<file path="config.mk">
export PLATFORM = sky130hd
export DESIGN_NAME = square_wave_period_meter
export DESIGN_NICKNAME = d
export VERILOG_FILES = /design/src/rtl/square_wave_period_meter.sv
export SDC_FILE = /design/constraint.sdc
export NUM_CORES = 1
export LEC_CHECK = 0
export CELL_PAD_IN_SITES_DETAIL_PLACEMENT = 1
export CELL_PAD_IN_SITES_GLOBAL_PLACEMENT = 2
export CORE_AREA = 5 5 94 96
export DETAILED_ROUTE_END_ITERATION = 6
export DIE_AREA = 0 0 99 101
export GPL_ROUTABILITY_DRIVEN = 0
export PLACE_DENSITY = 0.89
export SETUP_SLACK_MARGIN = 0.2
export SYNTH_ARGS = -nofsm -noshare
export SYNTH_HDL_FRONTEND = slang
export SYNTH_SLANG_ARGS = --single-unit
</file>
<file path="constraint.sdc">
create_clock -name clk -period 5.1 [get_ports clk]
set_input_delay 0.51 -clock clk [delete_from_list [all_inputs] [get_ports clk]]
set_output_delay 0.51 -clock clk [all_outputs]
set_load 0.01 [all_outputs]
</file>
<file path="src/rtl/square_wave_period_meter.sv">
// Square-wave period/high-time meter with loss-of-signal timeout.
// Optional glitch rejection stage: define SQW_METER_GLITCH_FILTER_EN.
module square_wave_period_meter #(
    parameter int unsigned CLK_FREQ       = 1_000_000,
    parameter int unsigned CNT_WIDTH      = 16,
    parameter int unsigned TIMEOUT_CYCLES = 1024
) (
    input  logic                 clk,
    input  logic                 reset_n,
    input  logic                 sq_in,
    input  logic                 enable,
    output logic [CNT_WIDTH-1:0] period,
    output logic [CNT_WIDTH-1:0] high_time,
    output logic                 period_valid,
    output logic                 no_signal
);

    localparam int unsigned TO_LAST = TIMEOUT_CYCLES - 1;

    // Reject configurations where cnt+1 could wrap or the timeout is too short
    if (TIMEOUT_CYCLES < 4 || 64'(TIMEOUT_CYCLES) > ((64'(1) << CNT_WIDTH) - 64'(1))
        || CLK_FREQ == 0) begin : g_bad_cfg
        $error("square_wave_period_meter: illegal TIMEOUT_CYCLES/CNT_WIDTH/CLK_FREQ");
    end

    typedef enum logic [1:0] {
        IDLE       = 2'd0,
        WAIT_FIRST = 2'd1,
        MEASURE    = 2'd2
    } state_t;

    state_t               state_q, state_d;
    logic                 sync1_q, sync1_d;
    logic                 sync2_q, sync2_d;
    logic                 lvl_q, lvl_d;
    logic [CNT_WIDTH-1:0] cnt_q, cnt_d;
    logic [CNT_WIDTH-1:0] hi_lat_q, hi_lat_d;
    logic [CNT_WIDTH-1:0] period_q, period_d;
    logic [CNT_WIDTH-1:0] high_q, high_d;
    logic                 valid_q, valid_d;
    logic                 nosig_q, nosig_d;
    logic                 det_c;
    logic                 rise_c;
    logic                 fall_c;
    logic                 timeout_c;
    logic [CNT_WIDTH-1:0] cnt_inc_c;

`ifdef SQW_METER_GLITCH_FILTER_EN
    logic filt_q, filt_d;

    // Filtered level follows sync2 only once the value is about to be held twice
    always_comb begin
        filt_d = filt_q;
        if (sync1_q == sync2_q) begin
            filt_d = sync2_q;
        end
    end

    always_ff @(posedge clk or negedge reset_n) begin
        if (!reset_n) begin
            filt_q <= 1'b0;
        end else begin
            filt_q <= filt_d;
        end
    end

    assign det_c = filt_q;
`else
    assign det_c = sync2_q;
`endif

    // Synchronizer and edge detection
    always_comb begin
        sync1_d = sq_in;
        sync2_d = sync1_q;
        lvl_d   = det_c;
        rise_c  = det_c & ~lvl_q;
        fall_c  = ~det_c & lvl_q;
    end

    assign cnt_inc_c = cnt_q + CNT_WIDTH'(1);
    assign timeout_c = (cnt_q == CNT_WIDTH'(TO_LAST));

    // Measurement FSM; enable low overrides any edge or timeout
    always_comb begin
        state_d  = state_q;
        cnt_d    = cnt_q;
        hi_lat_d = hi_lat_q;
        period_d = period_q;
        high_d   = high_q;
        valid_d  = 1'b0;
        nosig_d  = nosig_q;
        if (!enable) begin
            state_d = IDLE;
            cnt_d   = '0;
        end else begin
            case (state_q)
                IDLE: begin
                    state_d = WAIT_FIRST;
                    cnt_d   = '0;
                end
                WAIT_FIRST: begin
                    cnt_d = cnt_inc_c;
                    if (rise_c) begin
                        cnt_d   = '0;
                        state_d = MEASURE;
                    end else if (timeout_c) begin
                        nosig_d = 1'b1;
                        cnt_d   = '0;
                    end
                end
                MEASURE: begin
                    cnt_d = cnt_inc_c;
                    if (fall_c) begin
                        hi_lat_d = cnt_inc_c;
                    end
                    if (rise_c) begin
                        period_d = cnt_inc_c;
                        high_d   = hi_lat_q;
                        valid_d  = 1'b1;
                        nosig_d  = 1'b0;
                        cnt_d    = '0;
                    end else if (timeout_c) begin
                        nosig_d = 1'b1;
                        cnt_d   = '0;
                        state_d = WAIT_FIRST;
                    end
                end
                default: begin
                    state_d = IDLE;
                    cnt_d   = '0;
                end
            endcase
        end
    end

    always_ff @(posedge clk or negedge reset_n) begin
        if (!reset_n) begin
            state_q  <= IDLE;
            sync1_q  <= 1'b0;
            sync2_q  <= 1'b0;
            lvl_q    <= 1'b0;
            cnt_q    <= '0;
            hi_lat_q <= '0;
            period_q <= '0;
            high_q   <= '0;
            valid_q  <= 1'b0;
            nosig_q  <= 1'b0;
        end else begin
            state_q  <= state_d;
            sync1_q  <= sync1_d;
            sync2_q  <= sync2_d;
            lvl_q    <= lvl_d;
            cnt_q    <= cnt_d;
            hi_lat_q <= hi_lat_d;
            period_q <= period_d;
            high_q   <= high_d;
            valid_q  <= valid_d;
            nosig_q  <= nosig_d;
        end
    end

    assign period       = period_q;
    assign high_time    = high_q;
    assign period_valid = valid_q;
    assign no_signal    = nosig_q;

endmodule

</file>
After elaboration in Yosys (flattened, before gate mapping)
Index checks and enable logic that the tools add are counted.
{ "op_classes": {"n_addsub": 1, "eq_ne": 7, "mux": 16, "n_bitwise": 4, "reduce_logical": 7} }
{ "op_table": {"columns": ["cell", "n"], "rows": [
  ["16-bit two-way mux", 4],
  ["16-bit by 1-bit adder with 16-bit output, second input constant", 1],
  ["16-bit by 10-bit equality test with 1-bit output, second input constant", 1],
  ["3-bit AND reduction", 4],
  ["3-bit inequality test, second input constant", 3],
  ["2-bit two-way mux", 4],
  ["1-bit two-way mux", 6],
  ["2-bit case mux with 3 select lines", 1],
  ["1-bit AND", 2],
  ["2-bit by 1-bit equality test with 1-bit output, second input constant", 1],
  ["2-bit equality test, second input constant", 1],
  ["2-bit logical NOT", 1],
  ["2-bit inequality test, second input constant", 1],
  ["1-bit NOT", 2],
  ["1-bit case mux with 2 select lines", 1],
  ["2-bit nonzero test", 1],
  ["2-bit OR reduction", 1]
]} }
{ "word_totals": {"regBits": 71, "input_bits": 4, "output_inout_bits": 34, "wordCells": 45} }

Longest topological paths before layout
Gate-level depths: netlist of run 1.
{ "logic_depth": {"ltp_word": 5, "mapped_depth": 7, "mapped_depth_nobuf": 6} }

Worst setup path before layout of run 1
Ideal clock, no wire load.
{ "synth_timing": {"path_type": "reg2reg", "startpoint": "register cnt_q[10]", "endpoint": "register state_q[1]", "setup_ns": 0.077, "arrival_ns": 1.787, "required_ns": 5.023, "slack_ns": 3.235, "stages_incl_launch_ff": 5, "synth_period_minus_slack_ns": 1.865, "path_cell_list": "dfrtp_1 > or4_4 > o41a_1 > or3b_1 > a21oi_1"} }
{ "synth_via": {"elab_chain_len": 3} }
{ "synth_lines": {"columns": ["item", "line_no", "rtl"], "rows": [
  ["start, declared", "36", "logic [CNT_WIDTH-1:0] cnt_q, cnt_d;"],
  ["start signal, assigned", "154", "cnt_q <= cnt_d;"],
  ["16-bit by 10-bit equality test with 1-bit output", "82", "assign timeout_c = (cnt_q == CNT_WIDTH'(TO_LAST));"],
  ["3-bit inequality test (no source line)", null, null],
  ["3-bit AND reduction (no source line)", null, null],
  ["end signal, assigned", "150", "state_q <= state_d;"],
  ["end, declared", "32", "state_t state_q, state_d;"]
]} }
Every way passes these cells.
A chain may end at the register's enable or synchronous reset.

Worst setup path after layout of run 1
{ "layout_timing": {"startpoint": "register cnt_q[0]", "endpoint": "register cnt_q[2]"} }
{ "layout_via": {"elab_chain_len": 5, "word_cells_on_any_way": 6, "classes_between": "add/sub (1); eq/ne (1); mux (4)"} }
{ "layout_lines": {"columns": ["item", "line_no", "rtl"], "rows": [
  ["16-bit by 1-bit adder with 16-bit output / 16-bit by 10-bit equality test with 1-bit output (equally long branches)", "81, 82", null],
  ["16-bit two-way mux *", "107, 123", null],
  ["16-bit two-way mux *", "117", "if (rise_c) begin"],
  ["16-bit two-way mux *", null, null],
  ["16-bit two-way mux *", "93", "if (!enable) begin"],
  ["net cnt_d[2]", "36", null]
]} }
The timed path passes the listed nets; every way through them passes the cells marked *.

==> impl_metrics.env, run 1 <==
export IMPL_status="finished clean"
export IMPL_syn_area_mm2=0.00281
export IMPL_grt_ovfl_total=0
export IMPL_fmax_mhz=463
export IMPL_post_place_ws_ps=2630
export IMPL_yosysWarnings=0
export IMPL_dieHeight_um=101
export IMPL_worstPathRequired_ps=5310
export IMPL_ys_seq_elements=71
export IMPL_first_pass_iters=4
export IMPL_startpoint_type="flop"
export IMPL_slew_headroom_pct=41.4
export IMPL_via_per_inst=4.74
export IMPL_clock_sinks=71
export IMPL_maxCapViolCount=0
export IMPL_worst_slew_pin_slew_ps=880
export IMPL_drive_gt1_share_pct=6.81
export IMPL_ys_seq_area_share_pct=63.3
export IMPL_path_max_fanout=16
export IMPL_hold_buffers=0
export IMPL_wirelength_um=6060
export IMPL_cts_tree="built"
export IMPL_nNetsFinal=326
export IMPL_place_area_mm2=0.00328
export IMPL_hold_viol=0
export IMPL_worst_slack_ps=2940
export IMPL_cts_resized=0
export IMPL_ff2ff_path_depth=5
export IMPL_powerDensity_mw_per_mm2=356
export IMPL_die_area_mm2=0.0100
export IMPL_whs_ps=349
export IMPL_antenna_found_initial=0
export IMPL_core_area_mm2=0.00797
export IMPL_synthesis_nets=287
export IMPL_synth_top_cell_area_share_pct=63.3
export IMPL_cts_buffers=9
export IMPL_grt_max_degree=72
export IMPL_hpwl_um=4200
export IMPL_ys_types=28
export IMPL_rrSetupSlack_ps=2940
export IMPL_max_vdd_ir_drop_uv=145
export IMPL_portBuffers=37
export IMPL_min_path_type="input port to asynchronous set/reset pin"
export IMPL_min_period_ps=2160
export IMPL_clk_path_buf_depth=2
export IMPL_ant_nets=0
export IMPL_cts_root_buf="clkbuf_8"
export IMPL_final_common_cell="nand2_1"
export IMPL_drt_iter0_markers=79
export IMPL_start_util_pct=35.2
export IMPL_end_kind="flop"
export IMPL_critical_path_class="flop to flop"
export IMPL_num_rows=33
export IMPL_fin_crit_sh_pct=42.3
export IMPL_fin_util_pct=43.9
export IMPL_tns_ps=0
export IMPL_timing_rr_start="cnt_q[0]$_DFF_PN0_"
export IMPL_postCtsSetupRepairBufs=0
export IMPL_avgSynthCellArea_um2=10.1
export IMPL_finClkSkew_ps=8.03
export IMPL_clock_latency_ps=350
export IMPL_io_pins=38
export IMPL_setup_viol=0
export IMPL_track_usage_pct=13.3
export IMPL_worstReg2RegEnd="cnt_q[2]$_DFF_PN0_"
export IMPL_clk_pin_slew_ps=80
export IMPL_synth_area_top_cells="dfrtp_1 63%, nand2_1 11%, o21ai_0 6.2%"
export IMPL_grt_pass1_wl_um=10300
export IMPL_maxSlewViolCount=0
export IMPL_wl_per_cell_um=14.2
export IMPL_rsz0062_at_grt="false"
export IMPL_final_cell_mix="85 x nand2_1, 71 x dfrtp_1, 36 x clkdlybuf4s50_1"
export IMPL_yosys_area_top_type="dfrtp_1"
export IMPL_n_antenna_cell=0
export IMPL_drc=0
export IMPL_worstPathArrival_ps=2370
export IMPL_grt_pass1_vias=2072
export IMPL_leakage_nw=1.55
export IMPL_area_delta_synth_final_pct=24.8
export IMPL_cts_htree_levels=3
export IMPL_fin_area_mm2=0.00350
export IMPL_vias=2029
export IMPL_die_w_um=99
export IMPL_synthCells=279
## layer usage
| metal | up-vias | part of all wire (%) | global-route usage (%) |
|---|---|---|---|
| li1 | 998 | - | - |
| met1 | 990 | 46 | 16.7 |
| met2 | 31 | 48 | 21.3 |
| met3 | 10 | 3.7 | 3.74 |
| met4 | 0 | 1.8 | 5.99 |
| met5 | - | 0 | 0 |
## where the power goes
part / switching (mW) / internal, mW / total (mW) / leakage [nW]
Clock: 0.214 / 0.289 / 0.503 / 0.110
Sequential: 0.0232 / 0.590 / 0.613 / 0.980
Combinational: 0.0785 / 0.0528 / 0.131 / 0.462
## critical path, cell delays in order (launching register included)
cell,delay (ps)
dfrtp_1,470
ha_1,260
nand4_1,230
nor4_1,420
or3_1,520
nor2_1,110
## cells in the mapped netlist (all sizes together)
library cell	count
nand2	85
dfrtp	71
o21ai	35
nor2	17
clkbuf	10
xnor2	10
inv	7
nand4	5
nor4	5
ha	4
nand3	4
nor3	4
xor2	4
a21oi	3
buf	2
nand4b	2
or3	2
or3b	2
a31oi	1
and4	1
clkinv	1
mux2	1
nand2b	1
o41a	1
or4	1
## kinds of logic after synthesis
logic type / Yosys count / share of synthesized area, %
adders and majority gates: 4 / 1.78
AOI/OAI and AO/OA: 40 / 7.40
muxes: 1 / 0.401
and+or+nand+nor: 129 / 19.9
DFF: 71 / 63.3
xor gates and xnor gates: 14 / 4.37
buffers and inverters: 20 / 2.76
## how the worst max path moves through the flow
stage,from,to,slack [ps]
after floorplan,cnt_q[10]$_DFF_PN0_,state_q[1]$_DFFE_PN0P_,3240
after global placement,enable,high_time[10]$_DFFE_PN0P_,2750
after detailed placement,enable,high_time[3]$_DFFE_PN0P_,2630
after CTS,state_q[0]$_DFFE_PN0P_,high_time[14]$_DFFE_PN0P_,2890
after global routing,state_q[0]$_DFFE_PN0P_,high_time[3]$_DFFE_PN0P_,2680
final,cnt_q[0]$_DFF_PN0_,cnt_q[2]$_DFF_PN0_,2940
## layout make-up
cell class / count / area (um2)
flip-flops and latches: 71 / 1780
clock buffers: 11 / 141
inverters: 8 / 30.0
multi-input cells: 188 / 951
fillers: 894 / 4470
well taps: 105 / 131
repair buffers: 40 / 388
clock inverters: 5 / 81.3
## registers in the layout (all words and copies together), names as in the netlist
name,count
cnt_q,16
hi_lat_q,16
state_q,2
sync1_q,1
high_time,16
period_valid,1
no_signal,1
period,16
lvl_q,1
det_c,1
## stage by stage
step | cells | power, mW
global route | 428 | 1.32
finish | 428 | 1.25
detailed placement | 412 | 0.760
floorplan | 279 | 0.699
global placement | 412 | 0.751
CTS | 428 | 1.27
Note: power is estimated with default switching activity, not from simulation.
==> inputs of run 2 (changes only) <==
--- a/config.mk
+++ b/config.mk
@@ -7,11 +7,11 @@
 export LEC_CHECK = 0
 export CELL_PAD_IN_SITES_DETAIL_PLACEMENT = 1
 export CELL_PAD_IN_SITES_GLOBAL_PLACEMENT = 2
-export CORE_AREA = 5 5 94 96
+export CORE_AREA = 5 5 97 99
 export DETAILED_ROUTE_END_ITERATION = 6
-export DIE_AREA = 0 0 99 101
+export DIE_AREA = 0 0 102 104
 export GPL_ROUTABILITY_DRIVEN = 0
-export PLACE_DENSITY = 0.89
+export PLACE_DENSITY = 0.85
 export SETUP_SLACK_MARGIN = 0.2
 export SYNTH_ARGS = -nofsm -noshare
 export SYNTH_HDL_FRONTEND = slang
==> constraint.sdc (replaced) <==
create_clock -name clk -period 2.2 [get_ports clk]
set_input_delay 0.22 -clock clk [delete_from_list [all_inputs] [get_ports clk]]
set_output_delay 0.22 -clock clk [all_outputs]
set_load 0.01 [all_outputs]
==> run 2 against run 1 <==
Net effect: count of clock-buffer cells in the layout is the same; sequential cell count unchanged; combinational power grew to 2.6 times the previous value; first-iteration DRC count fell by 16%; wire length rose by 3.6%; clock skew fell by 0.87 ps; setup slack got worse by 2700 ps; clock power up 86%; die area is 6.1% higher; register-to-register slack lost 2700 ps; sequential power up 130%; utilization shrank 1.0 points; critical endpoint is now state_q[1]$_DFFE_PN0P_; largest power group unchanged.
==> impl_metrics.env, run 2 (synthesized netlist as in run 1, its figures left out) <==
export IMPL_status="finished clean"
export IMPL_cts_htree_levels=3
export IMPL_track_usage_pct=13.0
export IMPL_cts_root_buf="clkbuf_8"
export IMPL_final_common_cell="nand2_1"
export IMPL_place_area_mm2=0.00332
export IMPL_vias=2066
export IMPL_drt_iter0_markers=66
export IMPL_path_max_fanout=4
export IMPL_tns_ps=0
export IMPL_n_antenna_cell=0
export IMPL_critical_path_class="flop to flop"
export IMPL_timing_rr_start="cnt_q[10]$_DFF_PN0_"
export IMPL_seqPwrFrac_pct=52.4
export IMPL_cts_buffers=9
export IMPL_whs_ps=312
export IMPL_drc=0
export IMPL_die_area_mm2=0.0106
export IMPL_min_path_type="input port to flop"
export IMPL_internal_power_mw=1.99
export IMPL_worstHoldStart="sq_in"
export IMPL_powerDensity_mw_per_mm2=743
export IMPL_swShare_pct=26.4
export IMPL_p_sw_uw=712
export IMPL_io_pins=38
export IMPL_num_rows=34
export IMPL_leakage_nw=1.61
export IMPL_start_util_pct=33.1
export IMPL_drive_gt1_share_pct=12.9
export IMPL_place_inst=419
export IMPL_grt_max_degree=33
export IMPL_post_place_ws_ps=228
export IMPL_max_vdd_ir_drop_uv=348
export IMPL_fmax_mhz=513
export IMPL_timing_critical_path_slowest_cell_delay_ps=540
export IMPL_worst_slew_pin_slew_ps=500
export IMPL_finClkSkew_ps=7.16
export IMPL_area_delta_synth_final_pct=29.5
export IMPL_clock_sinks=71
export IMPL_antenna_found_initial=0
export IMPL_slew_headroom_pct=66.7
export IMPL_first_pass_iters=4
export IMPL_cp_slowest_cell="or4_4"
export IMPL_rsz0062_at_grt="true"
export IMPL_dieHeight_um=104
export IMPL_wl_per_cell_um=14.0
export IMPL_end_kind="flop"
export IMPL_via_per_inst=4.61
export IMPL_worstPathRequired_ps=2470
export IMPL_maxCapViolCount=0
export IMPL_worstPathArrival_ps=2220
export IMPL_wirelength_um=6280
export IMPL_startpoint_type="flop"
export IMPL_portBuffers=37
export IMPL_ant_nets=0
export IMPL_pwr_share_comb_pct=12.8
export IMPL_min_period_ps=1950
export IMPL_crit_chain="or4_4 -> o41a_1 -> or3b_1 -> a21oi_2"
export IMPL_setup_viol=0
export IMPL_core_area_mm2=0.00847
export IMPL_hpwl_um=4330
export IMPL_fin_area_mm2=0.00363
export IMPL_grt_ovfl_total=0
export IMPL_grt_pass1_vias=2098
export IMPL_clk_pin_slew_ps=70
export IMPL_worst_slack_ps=251
export IMPL_clock_latency_ps=340
export IMPL_clk_path_buf_depth=2
export IMPL_nNetsFinal=343
export IMPL_final_cell_mix="85 x nand2_1, 69 x dfrtp_1, 36 x clkdlybuf4s50_1"
export IMPL_grt_pass1_wl_um=10800
export IMPL_crit_path_start="cnt_q[10]$_DFF_PN0_"
export IMPL_instances_no_fill=448
export IMPL_maxSlewViolCount=0
export IMPL_die_w_um=102
export IMPL_power_frac_clock_pct=34.7
export IMPL_hold_viol=0
export IMPL_fin_crit_sh_pct=88.6
export IMPL_cts_tree="built"
run 2: cell types whose count changed in the layout (fill, tap and decap cells not counted), moves of 2 or more:
cell	before	now
buf_4	3	18
bufinv_16	2	0
clkinvlp_4	1	3
dfrtp_1	71	69
dfrtp_2	0	2
run 2: critical path: cells and delay by family, from the launching register on:
| family | cells | cell delay [ps] |
|---|---|---|
| simple gates | 2 | 920 |
| flops | 1 | 410 |
| compound gates | 2 | 560 |
run 2: final timing paths:
| path | to | slack [ps] | depth (start not counted) |
|---|---|---|---|
| max in group asynchronous | cnt_q[2]$_DFF_PN0_ | 1200 | 3 |
| max reg2reg | state_q[1]$_DFFE_PN0P_ | 250 | 4 |
| min in group asynchronous | period_valid$_DFF_PN0_ | 370 | 2 |
| min | sync1_q$_DFF_PN0_ | 310 | 1 |
| min reg2reg | det_c$_DFF_PN0_ | 360 | 0 |
| max | state_q[1]$_DFFE_PN0P_ | 250 | 4 |
run 2: stage by stage:
| stage | util (%) | total power, mW |
|---|---|---|
| after floorplan | - | 1.62 |
| after global placement | 39.3 | 1.76 |
| after detailed placement | 39.3 | 1.77 |
| after CTS | 41.5 | 2.73 |
| after global routing | 42.9 | 2.86 |
| final | 42.9 | 2.70 |
run 2: area by class of cell:
type / count / area, um2
repair buffers: 57 / 531
fillers: 955 / 4830
well taps: 108 / 135
clock buffers: 11 / 151
inverters: 8 / 30.0
clock inverters: 5 / 32.5
flip-flops and latches: 71 / 1780
multi-input cells: 188 / 975
run 2: power groups by stage:
stage,combinational [mW],clock (mW),sequential [mW]
global placement,0.318,0,1.44
global route,0.394,1.04,1.43
floorplan,0.176,0,1.44
CTS,0.331,0.982,1.42
finish,0.346,0.938,1.42
detailed placement,0.327,0,1.45
run 2: per-layer routing:
layer	wire [um]	share of wire, %	track usage [%]	up-vias
li1	-	-	-	1029
met1	2880	46	17.7	998
met2	3050	49	19.6	28
met3	235	3.7	3.55	11
met4	107	1.7	5.06	0
met5	0	0	0	-
run 2: timing repair:
item / in CTS / in global routing
endpoints found under the setup margin: 0 / 18
hold buffers: 1 / 0
buffers inserted: 0 / 12
gates resized for setup: 0 / 7
hold endpoints to repair: 20 / 0
